`config.mk`:
```
export PLATFORM = sky130hd
export DESIGN_NAME = exe_mem_wb_backend
export DESIGN_NICKNAME = d
export VERILOG_FILES = /design/src/rtl/exe_mem_wb_backend.sv
export SDC_FILE = /design/constraint.sdc
export NUM_CORES = 1
export LEC_CHECK = 0
export CAP_MARGIN = 40
export CELL_PAD_IN_SITES_DETAIL_PLACEMENT = 0
export CELL_PAD_IN_SITES_GLOBAL_PLACEMENT = 1
export CORE_MARGIN = 2
export CORE_UTILIZATION = 46
export CTS_BUF_LIST = sky130_fd_sc_hd__clkbuf_4
export CTS_CLUSTER_DIAMETER = 100
export DETAILED_ROUTE_END_ITERATION = 10
export PLACE_DENSITY_LB_ADDON = 0.1
export SLEW_MARGIN = 20
export SYNTH_ARGS = -nofsm -noshare
export SYNTH_HDL_FRONTEND = slang
export SYNTH_SLANG_ARGS = --single-unit
```
`constraint.sdc`:
```
create_clock -name clk -period 8.2 [get_ports clk]
set_input_delay 0.82 -clock clk [delete_from_list [all_inputs] [get_ports clk]]
set_output_delay 0.82 -clock clk [all_outputs]
set_load 0.05 [all_outputs]
```
`src/rtl/exe_mem_wb_backend.sv`:
```
// exe_mem_wb_backend
// Back half of the five-stage pipeline. It executes the ALU operation,
// holds the EXE/MEM and MEM/WB pipeline registers and the word-addressed
// data memory, and drives the register-file write-back triple. The EXE
// result and the EXE/MEM control are exported as forwarding taps.
module exe_mem_wb_backend #(
    parameter int DMEM_AW = 5
) (
    input  logic        clk,
    input  logic        resetn,
    input  logic        ewreg,
    input  logic        em2reg,
    input  logic        ewmem,
    input  logic        ealuimm,
    input  logic [3:0]  ealuc,
    input  logic [4:0]  edestReg,
    input  logic [31:0] eqa,
    input  logic [31:0] eqb,
    input  logic [31:0] eimm32,
    output logic [31:0] ealu,
    output logic        mwreg,
    output logic        mm2reg,
    output logic [4:0]  mdestReg,
    output logic [31:0] malu,
    output logic        wwreg,
    output logic [4:0]  wdestReg,
    output logic [31:0] wbData
);

    localparam int DMEM_DEPTH = 1 << DMEM_AW;

    localparam logic [3:0] ALU_AND = 4'b0000;
    localparam logic [3:0] ALU_OR  = 4'b0001;
    localparam logic [3:0] ALU_ADD = 4'b0010;
    localparam logic [3:0] ALU_SUB = 4'b0110;
    localparam logic [3:0] ALU_SLT = 4'b0111;
    localparam logic [3:0] ALU_NOR = 4'b1100;

    // EXE/MEM pipeline register
    logic        mwreg_q,    mwreg_d;
    logic        mm2reg_q,   mm2reg_d;
    logic        mwmem_q,    mwmem_d;
    logic [4:0]  mdest_q,    mdest_d;
    logic [31:0] malu_q,     malu_d;
    logic [31:0] mqb_q,      mqb_d;

    // MEM/WB pipeline register
    logic        wwreg_q,    wwreg_d;
    logic        wm2reg_q,   wm2reg_d;
    logic [4:0]  wdest_q,    wdest_d;
    logic [31:0] walu_q,     walu_d;
    logic [31:0] wmdo_q,     wmdo_d;

    logic [31:0]        alu_b;
    logic [DMEM_AW-1:0] mem_addr;
    logic [31:0]        mdo;
    logic [31:0]        dmem_q [DMEM_DEPTH];

    // The byte offset and the address bits above the memory wrap are
    // deliberately ignored; this collapses them so they read as consumed.
    logic unused_addr_bits;
    assign unused_addr_bits = ^malu_q;

    // EXE: operand select and ALU
    always_comb begin
        alu_b = ealuimm ? eimm32 : eqb;
        ealu  = 32'h0;
        case (ealuc)
            ALU_AND: ealu = eqa & alu_b;
            ALU_OR:  ealu = eqa | alu_b;
            ALU_ADD: ealu = eqa + alu_b;
            ALU_SUB: ealu = eqa - alu_b;
            ALU_SLT: ealu = ($signed(eqa) < $signed(alu_b)) ? 32'h1 : 32'h0;
            ALU_NOR: ealu = ~(eqa | alu_b);
            default: ealu = 32'h0;
        endcase
    end

    // Next state of the EXE/MEM register: capture the EXE stage as-is
    always_comb begin
        mwreg_d  = ewreg;
        mm2reg_d = em2reg;
        mwmem_d  = ewmem;
        mdest_d  = edestReg;
        malu_d   = ealu;
        mqb_d    = eqb;
    end

    // EXE/MEM register update; reset turns every in-flight slot into a bubble
    always_ff @(posedge clk or negedge resetn) begin
        if (!resetn) begin
            mwreg_q  <= 1'b0;
            mm2reg_q <= 1'b0;
            mwmem_q  <= 1'b0;
            mdest_q  <= 5'd0;
            malu_q   <= 32'h0;
            mqb_q    <= 32'h0;
        end else begin
            mwreg_q  <= mwreg_d;
            mm2reg_q <= mm2reg_d;
            mwmem_q  <= mwmem_d;
            mdest_q  <= mdest_d;
            malu_q   <= malu_d;
            mqb_q    <= mqb_d;
        end
    end

    // MEM: word address wraps modulo the memory depth; read is asynchronous
    always_comb begin
        mem_addr = malu_q[DMEM_AW+1:2];
        mdo      = dmem_q[mem_addr];
    end

    // Data memory write; contents survive reset, and the resetn gate keeps a
    // store from landing on the clock edge where reset is still low
    always_ff @(posedge clk) begin
        if (resetn && mwmem_q) begin
            dmem_q[mem_addr] <= mqb_q;
        end
    end

    // Next state of the MEM/WB register; r0 is hard-wired so never written
    always_comb begin
        wwreg_d  = mwreg_q & (mdest_q != 5'd0);
        wm2reg_d = mm2reg_q;
        wdest_d  = mdest_q;
        walu_d   = malu_q;
        wmdo_d   = mdo;
    end

    // MEM/WB register update
    always_ff @(posedge clk or negedge resetn) begin
        if (!resetn) begin
            wwreg_q  <= 1'b0;
            wm2reg_q <= 1'b0;
            wdest_q  <= 5'd0;
            walu_q   <= 32'h0;
            wmdo_q   <= 32'h0;
        end else begin
            wwreg_q  <= wwreg_d;
            wm2reg_q <= wm2reg_d;
            wdest_q  <= wdest_d;
            walu_q   <= walu_d;
            wmdo_q   <= wmdo_d;
        end
    end

    // Output taps and WB data select
    always_comb begin
        mwreg    = mwreg_q;
        mm2reg   = mm2reg_q;
        mdestReg = mdest_q;
        malu     = malu_q;
        wwreg    = wwreg_q;
        wdestReg = wdest_q;
        wbData   = wm2reg_q ? wmdo_q : walu_q;
    end

endmodule

```
# After elaboration in Yosys (flattened, before gate mapping)
# Memory sizes are Yosys's and may differ from the RTL's. A register that Yosys moved wholly into a read port is not among the register bits.
# Cells that the tools add are included.
# word_totals
regBits	111
latch_bits	0
mem_bits_rw	1024
romBits	0
input_bits	111
output_inout_bits	109
wordCells	33
mem_count	1
# classes
addsub	2
mul	0
div	0
n_lt_le_gt_ge	1
n_eq_ne	5
shift	0
n_mux	6
bitwise_logic	4
n_reduce_logical	4
# mem_list
memory	depth	width	rd	rd_clocked_by_memory_dff	write_ports	line_no	text
dmem_q	32	32	1	1	1	57	logic [31:0] dmem_q [DMEM_DEPTH];
# ops
operator	n
32-bit one-hot mux with 6 select lines	1
32-bit 2-to-1 mux	2
32-bit adder	1
32-bit AND	1
32-bit less-than comparator	1
32-bit NOT	1
32-bit bitwise OR	1
32-bit subtractor	1
4-bit by 3-bit equality test with 1-bit output, second input constant	2
5-bit nonzero test	1
4-bit by 1-bit equality test with 1-bit output, second input constant	1
4-bit by 2-bit equality test with 1-bit output, second input constant	1
4-bit equality test, second input constant	1
4-bit logical NOT	1
1-bit 2-to-1 mux	3
1-bit AND	1
1-bit logical AND	1
1-bit logical NOT	1

# Logic depth before layout (Yosys ltp)
# logic_depth
ltp_word	4
ltp_mapped	17
mapped_depth_nobuf	15

# Least setup slack after synthesis
# No wires, ideal clock.
# synth_timing
path_type	input port to output port
start	input ealuimm
end	output ealu[26]
arrival_ns	5.180
required_time_ns	7.380
setup_slack_ns	2.200
path_stages	16
path_buffers	2
path_cell_list	clkbuf_1 buf_1 mux2i_1 inv_1 ha_1 inv_1 fa_1 nand2b_1 a211oi_1 o41a_1 a41oi_1 o211a_1 o31ai_2 nand2_1 and3_1 o31ai_1
# synth_via
elab_chain_len	4
word_cells_on_any_way	7
cone_classes	2 x add/sub; 2 x mux; 3 x bitwise
# synth_lines
element	line_no	text
from (decl)	14	input logic ealuimm,
32-bit 2-to-1 mux *	66	alu_b = ealuimm ? eimm32 : eqb;
branches (longest 2 deep; another with 32-bit subtractor)	-	
32-bit one-hot mux with 6 select lines *	68	case (ealuc)
to (decl)	20	output logic [31:0] ealu,
# Mark *: on every way between the ends.

# Worst setup path after layout
# Ends and elaborated chain as after synthesis.

==> flow_summary.html <==
<table>
<tr><th>Metric</th><th>Value</th></tr>
<tr><th colspan="2">Outcome</th></tr>
<tr><td>Run status</td><td>finished, final reports clean</td></tr>
<tr><th colspan="2">CTS</th></tr>
<tr><td>Latest clock arrival within the worst-skew pair</td><td>1.21 ns</td></tr>
<tr><td>Number of setup buffers added after CTS</td><td>0</td></tr>
<tr><td>Hold bufs inserted after CTS</td><td>7</td></tr>
<tr><td>Clock tree from TritonCTS</td><td>done</td></tr>
<tr><td>Number of buffers created by CTS</td><td>314</td></tr>
<tr><td>Maximum level of the CTS H-tree</td><td>5</td></tr>
<tr><td>Clk sinks</td><td>between 1000 and 1500</td></tr>
<tr><td>Count of instances resized after the clock tree is built</td><td>0</td></tr>
<tr><td>Root buffer cell</td><td>sky130_fd_sc_hd__clkbuf_4</td></tr>
<tr><td>CTS max path bufs</td><td>4</td></tr>
<tr><td>Clk pin slew, worst setup/hold paths</td><td>roughly 0.060 ns</td></tr>
<tr><th colspan="2">Die</th></tr>
<tr><td>Area of the die</td><td>between 0.1 and 0.15 sq mm</td></tr>
<tr><td>Top-level port count</td><td>220</td></tr>
<tr><td>Placement Rows</td><td>117</td></tr>
<tr><td>Die X</td><td>~320 um</td></tr>
<tr><td>Die Y-Extent</td><td>325 um</td></tr>
<tr><td>Initial core utilization</td><td>0.465</td></tr>
<tr><td>Core Area</td><td>around 0.1 sq mm</td></tr>
<tr><th colspan="2">Timing</th></tr>
<tr><td>Setup-failing EPs final</td><td>0</td></tr>
<tr><td>Final critical delay including setup and external delays</td><td>around 6.4 ns</td></tr>
<tr><td>Max-slew headroom</td><td>0.311</td></tr>
<tr><td>Part of the cycle the worst path needs</td><td>0.785</td></tr>
<tr><td>Max-slew violation count</td><td>0</td></tr>
<tr><td>Slew at the pin with the worst max-slew slack</td><td>~1.0 ns</td></tr>
<tr><td>Final-report hold violation count</td><td>0</td></tr>
<tr><td>Setup clock skew after layout</td><td>roughly 0.10 ns</td></tr>
<tr><td>Post-Route Setup TNS</td><td>0 ns</td></tr>
<tr><td>Hold Slack</td><td>around 0.14 ns</td></tr>
<tr><td>RSZ-0062 raised after global routing</td><td>false</td></tr>
<tr><td>Fmax</td><td>0.155 GHz</td></tr>
<tr><th colspan="2">Yosys</th></tr>
<tr><td>Netlist area before placement</td><td>0.0473 sq mm</td></tr>
<tr><td>Simple-gate portion of the synthesized area</td><td>0.0281</td></tr>
<tr><td>Flip-flop and latch count after synthesis</td><td>between 1000 and 1500</td></tr>
<tr><td>Avg Cell Area, Syn</td><td>approximately 19 sq um</td></tr>
<tr><td>Post-synth EDFFs</td><td>between 1000 and 1500</td></tr>
<tr><td>Fraction of synthesis flops using an asynchronous set or reset pin</td><td>0.123</td></tr>
<tr><td>Instance count of the mapped netlist</td><td>2535</td></tr>
<tr><td>Post-synthesis cell type with the largest combined area</td><td>sky130_fd_sc_hd__edfxtp_1</td></tr>
<tr><td>Flip-flop cell with the highest count after synthesis</td><td>sky130_fd_sc_hd__edfxtp_1</td></tr>
<tr><td>Adder-cell area share of the yosys netlist</td><td>0.0281</td></tr>
<tr><td>Share of the yosys chip area belonging to registers</td><td>0.725</td></tr>
<tr><td>XOR/XNOR Fraction of Synth Area</td><td>0.00592</td></tr>
<tr><td>Fraction of post-synthesis cell area in the top cell type by area</td><td>0.649</td></tr>
<tr><td>Share of the synthesized area in compound gates (AO/OA/AOI/OAI)</td><td>0.0573</td></tr>
<tr><td>Count of synthesis-stage warnings from yosys</td><td>0</td></tr>
<tr><td>Multiplexer share of the synthesized area</td><td>0.137</td></tr>
<tr><td>Synthesized netlist net count</td><td>approximately 2800</td></tr>
<tr><td>Number of library cell types mapped by synthesis</td><td>70</td></tr>
<tr><td>Main combinational cell family by area after synthesis</td><td>multiplexers</td></tr>
<tr><td>Leading post-synthesis cells by cell area</td><td>sky130_fd_sc_hd__edfxtp_1 65%, sky130_fd_sc_hd__mux4_2 12%, sky130_fd_sc_hd__dfrtp_1 7.6%, sky130_fd_sc_hd__ha_1 2.7%, sky130_fd_sc_hd__a22oi_1 2.0%</td></tr>
<tr><th colspan="2">Placement</th></tr>
<tr><td>Routability cong.</td><td>0.877</td></tr>
<tr><td>Detailed-placement wirelength estimate</td><td>83000 um</td></tr>
<tr><td>Total of buffers placed on input and output ports</td><td>around 220</td></tr>
<tr><th colspan="2">Pwr</th></tr>
<tr><td>Post-layout power</td><td>13.2 mW</td></tr>
<tr><td>Flop pwr share</td><td>0.504</td></tr>
<tr><td>Cell Pwr Density</td><td>~240 mW/mm^2</td></tr>
<tr><td>Internal power of the cells</td><td>9.81 mW</td></tr>
<tr><td>Net switching power</td><td>approximately 3.4 mW</td></tr>
<tr><td>Relative contribution of combinational cells to total power</td><td>0.119</td></tr>
<tr><td>Share of power burned in the clock network</td><td>0.378</td></tr>
<tr><td>Leakage power figure</td><td>between 15 and 20 nW</td></tr>
<tr><td>Switching Share</td><td>0.257</td></tr>
<tr><td>Largest voltage drop on the vdd net</td><td>roughly 150 uV</td></tr>
<tr><th colspan="2">Cells and area</th></tr>
<tr><td>Most common cell after layout, fill and taps aside</td><td>sky130_fd_sc_hd__edfxtp_1</td></tr>
<tr><td>Most frequent cells in the layout</td><td>1024 x sky130_fd_sc_hd__edfxtp_1, 464 x sky130_fd_sc_hd__clkbuf_4, 256 x sky130_fd_sc_hd__mux4_2</td></tr>
<tr><td>Core utilization of the finished layout</td><td>0.552</td></tr>
<tr><td>Layout cells sized above 1</td><td>0.289</td></tr>
<tr><td>Total number of nets in the final design</td><td>~3300</td></tr>
<tr><td>Fillers</td><td>about 8200</td></tr>
<tr><td>Area growth from synthesis to layout</td><td>18.7%</td></tr>
<tr><th colspan="2">Worst setup path</th></tr>
<tr><td>Largest stage delay, worst path</td><td>~0.87 ns</td></tr>
<tr><td>Critical path's slowest cell</td><td>sky130_fd_sc_hd__clkdlybuf4s50_1</td></tr>
<tr><td>Worst endpoint data arrival time</td><td>5.61 ns</td></tr>
<tr><td>Maximum fanout along the worst path</td><td>14</td></tr>
<tr><td>Class of the most critical setup path</td><td>input pin to output pin</td></tr>
<tr><td>Crit-path cells</td><td>buf_2, buf_16, mux2i_1, inv_1, ha_1, inv_1, fa_1, nand2b_1, a211oi_1, o41a_1, a41oi_1, o211a_1, o31ai_2, nand2_1, and3_1, o31ai_1, clkdlybuf4s50_1</td></tr>
<tr><td>Nature of the critical path endpoint</td><td>output pin</td></tr>
<tr><td>Critical Path Source Type</td><td>input pin</td></tr>
<tr><td>Required time at the worst-slack endpoint</td><td>7.38 ns</td></tr>
<tr><td>Most repeated library cell on the critical path</td><td>sky130_fd_sc_hd__inv_1</td></tr>
<tr><th colspan="2">Route</th></tr>
<tr><td>Number of DRC violations after detailed routing</td><td>0</td></tr>
<tr><td>Routed WL per cell</td><td>~30 um</td></tr>
<tr><td>Detail Route Antenna Nets</td><td>0</td></tr>
<tr><td>Total via count in the routed design</td><td>around 27000</td></tr>
<tr><td>Vias per cell</td><td>between 5 and 6</td></tr>
<tr><td>Wire length reported by the detailed router</td><td>between 100000 and 150000 um</td></tr>
<tr><td>Initial DRT Pass Iterations</td><td>5</td></tr>
<tr><td>Number of DRC markers after the initial detailed-route iteration</td><td>3146</td></tr>
<tr><th colspan="2">GRT</th></tr>
<tr><td>Overflow left after global routing</td><td>0</td></tr>
<tr><td>Initial antenna violation count</td><td>10</td></tr>
<tr><td>Via count of the first global-routing pass</td><td>28600</td></tr>
<tr><td>Wire length of the first global-routing pass</td><td>approximately 200000 um</td></tr>
<tr><td>Maximum number of pins on one net before global-route repair</td><td>130</td></tr>
<tr><td>All-Layer GR Usage</td><td>0.269</td></tr>
<tr><th colspan="2">Flow run</th></tr>
<tr><td>Maxcap violations</td><td>0</td></tr>
<tr><th colspan="2">Worst hold path</th></tr>
<tr><td>Type of the tightest min-delay check</td><td>input pin to register</td></tr>
</table>
-- critical path, delay by kind of cell --
family          cells  cell delay, ns
buf+inv             5            1.60
mux                 1            0.12
fa+ha+maj           2            0.61
simple gates        3            0.49
compound gates      6            1.96
-- power by group through the flow --
stage / combinational (mW) / sequential (mW) / clock [mW]
global placement: 1.48 / 6.83 / 0
global route: 1.66 / 6.66 / 5.46
floorplan: 0.893 / 6.80 / 0
finish: 1.57 / 6.66 / 4.99
detailed placement: 1.52 / 6.81 / 0
CTS: 1.53 / 6.69 / 5.11
-- state kept, by name (all words and copies together), names as in the netlist, 5 cells and up --
name      cells
mdestReg      5
walu_q       32
malu         32
mqb_q        32
dmem_q     1024
wdestReg      5
wmdo_q       32
-- synthesized netlist by cell type (6+ instances only) --
cell	count
sky130_fd_sc_hd__a211oi_1	8
sky130_fd_sc_hd__a21o_1	11
sky130_fd_sc_hd__a21oi_1	70
sky130_fd_sc_hd__a221oi_1	33
sky130_fd_sc_hd__a22oi_1	128
sky130_fd_sc_hd__a31oi_1	6
sky130_fd_sc_hd__buf_1	35
sky130_fd_sc_hd__clkbuf_1	96
sky130_fd_sc_hd__dfrtp_1	143
sky130_fd_sc_hd__edfxtp_1	1024
sky130_fd_sc_hd__ha_1	103
sky130_fd_sc_hd__inv_1	103
sky130_fd_sc_hd__mux2_2	32
sky130_fd_sc_hd__mux2i_1	34
sky130_fd_sc_hd__mux4_2	256
sky130_fd_sc_hd__nand2_1	38
sky130_fd_sc_hd__nand2b_1	11
sky130_fd_sc_hd__nand3_1	10
sky130_fd_sc_hd__nand4_1	37
sky130_fd_sc_hd__nor2_1	131
sky130_fd_sc_hd__nor3_1	14
sky130_fd_sc_hd__nor4_1	6
sky130_fd_sc_hd__o21ai_0	58
sky130_fd_sc_hd__o21ai_1	9
sky130_fd_sc_hd__o21bai_1	16
sky130_fd_sc_hd__o31ai_1	14
sky130_fd_sc_hd__xnor2_1	27
-- worst paths after layout --
kind                        startpoint     endpoint  slack [ns]  cells after the start
max in group asynchronous       resetn   wmdo_q[14]        6.33                      5
min                        edestReg[2]  mdestReg[2]        0.14                      1
max reg2reg                    malu[2]   wmdo_q[11]        4.20                      5
min in group asynchronous       resetn     mqb_q[9]        0.15                      2
max                            ealuimm     ealu[26]        1.77                     17
min reg2reg                     mm2reg     wm2reg_q        0.38                      0
-- routing by layer --
layer / global-route usage / part of all wire / up-vias
li1: - / - / 11500
met1: 0.377 / 0.42 / 14500
met2: 0.430 / 0.49 / 1193
met3: 0.0613 / 0.080 / 172
met4: 0.0709 / 0.016 / 2
met5: 0 / 0.000092 / -
-- logic make-up after synthesis --
| kind of cell | after synthesis |
|---|---|
| compound gates | 391 |
| simple gates | 280 |
| buf+inv | 238 |
| mux | 322 |
| fa+ha+maj | 105 |
| flops | 1167 |
| xor+xnor | 32 |
-- per-stage QoR --
stage          setup WS (ns)  std cells  cell area (sq um)
2_1_floorplan           2.20       2535              47300
5_1_grt                 1.49       4637              56200
3_3_place_gp            1.63       4047              51500
3_5_place_dp            1.57       4067              51900
6_report                1.77       4641              56200
4_1_cts                 1.56       4607              55800
-- cell type report --
cell class / count / area [sq um] / area share
Sequential cell: 1167 / 34300 / 0.611
Inverter: 104 / 390 / 0.00695
Clock buffer: 464 / 3480 / 0.0620
Tap cell: 1368 / 1710 / 0.0305
Multi-Input combinational cell: 1130 / 12400 / 0.221
Clock inverter: 69 / 363 / 0.00646
Timing Repair Buffer: 328 / 3480 / 0.0620
Antenna cell: 11 / 27.5 / 0.000490
No activity file was read; power rests on OpenSTA's default activity.
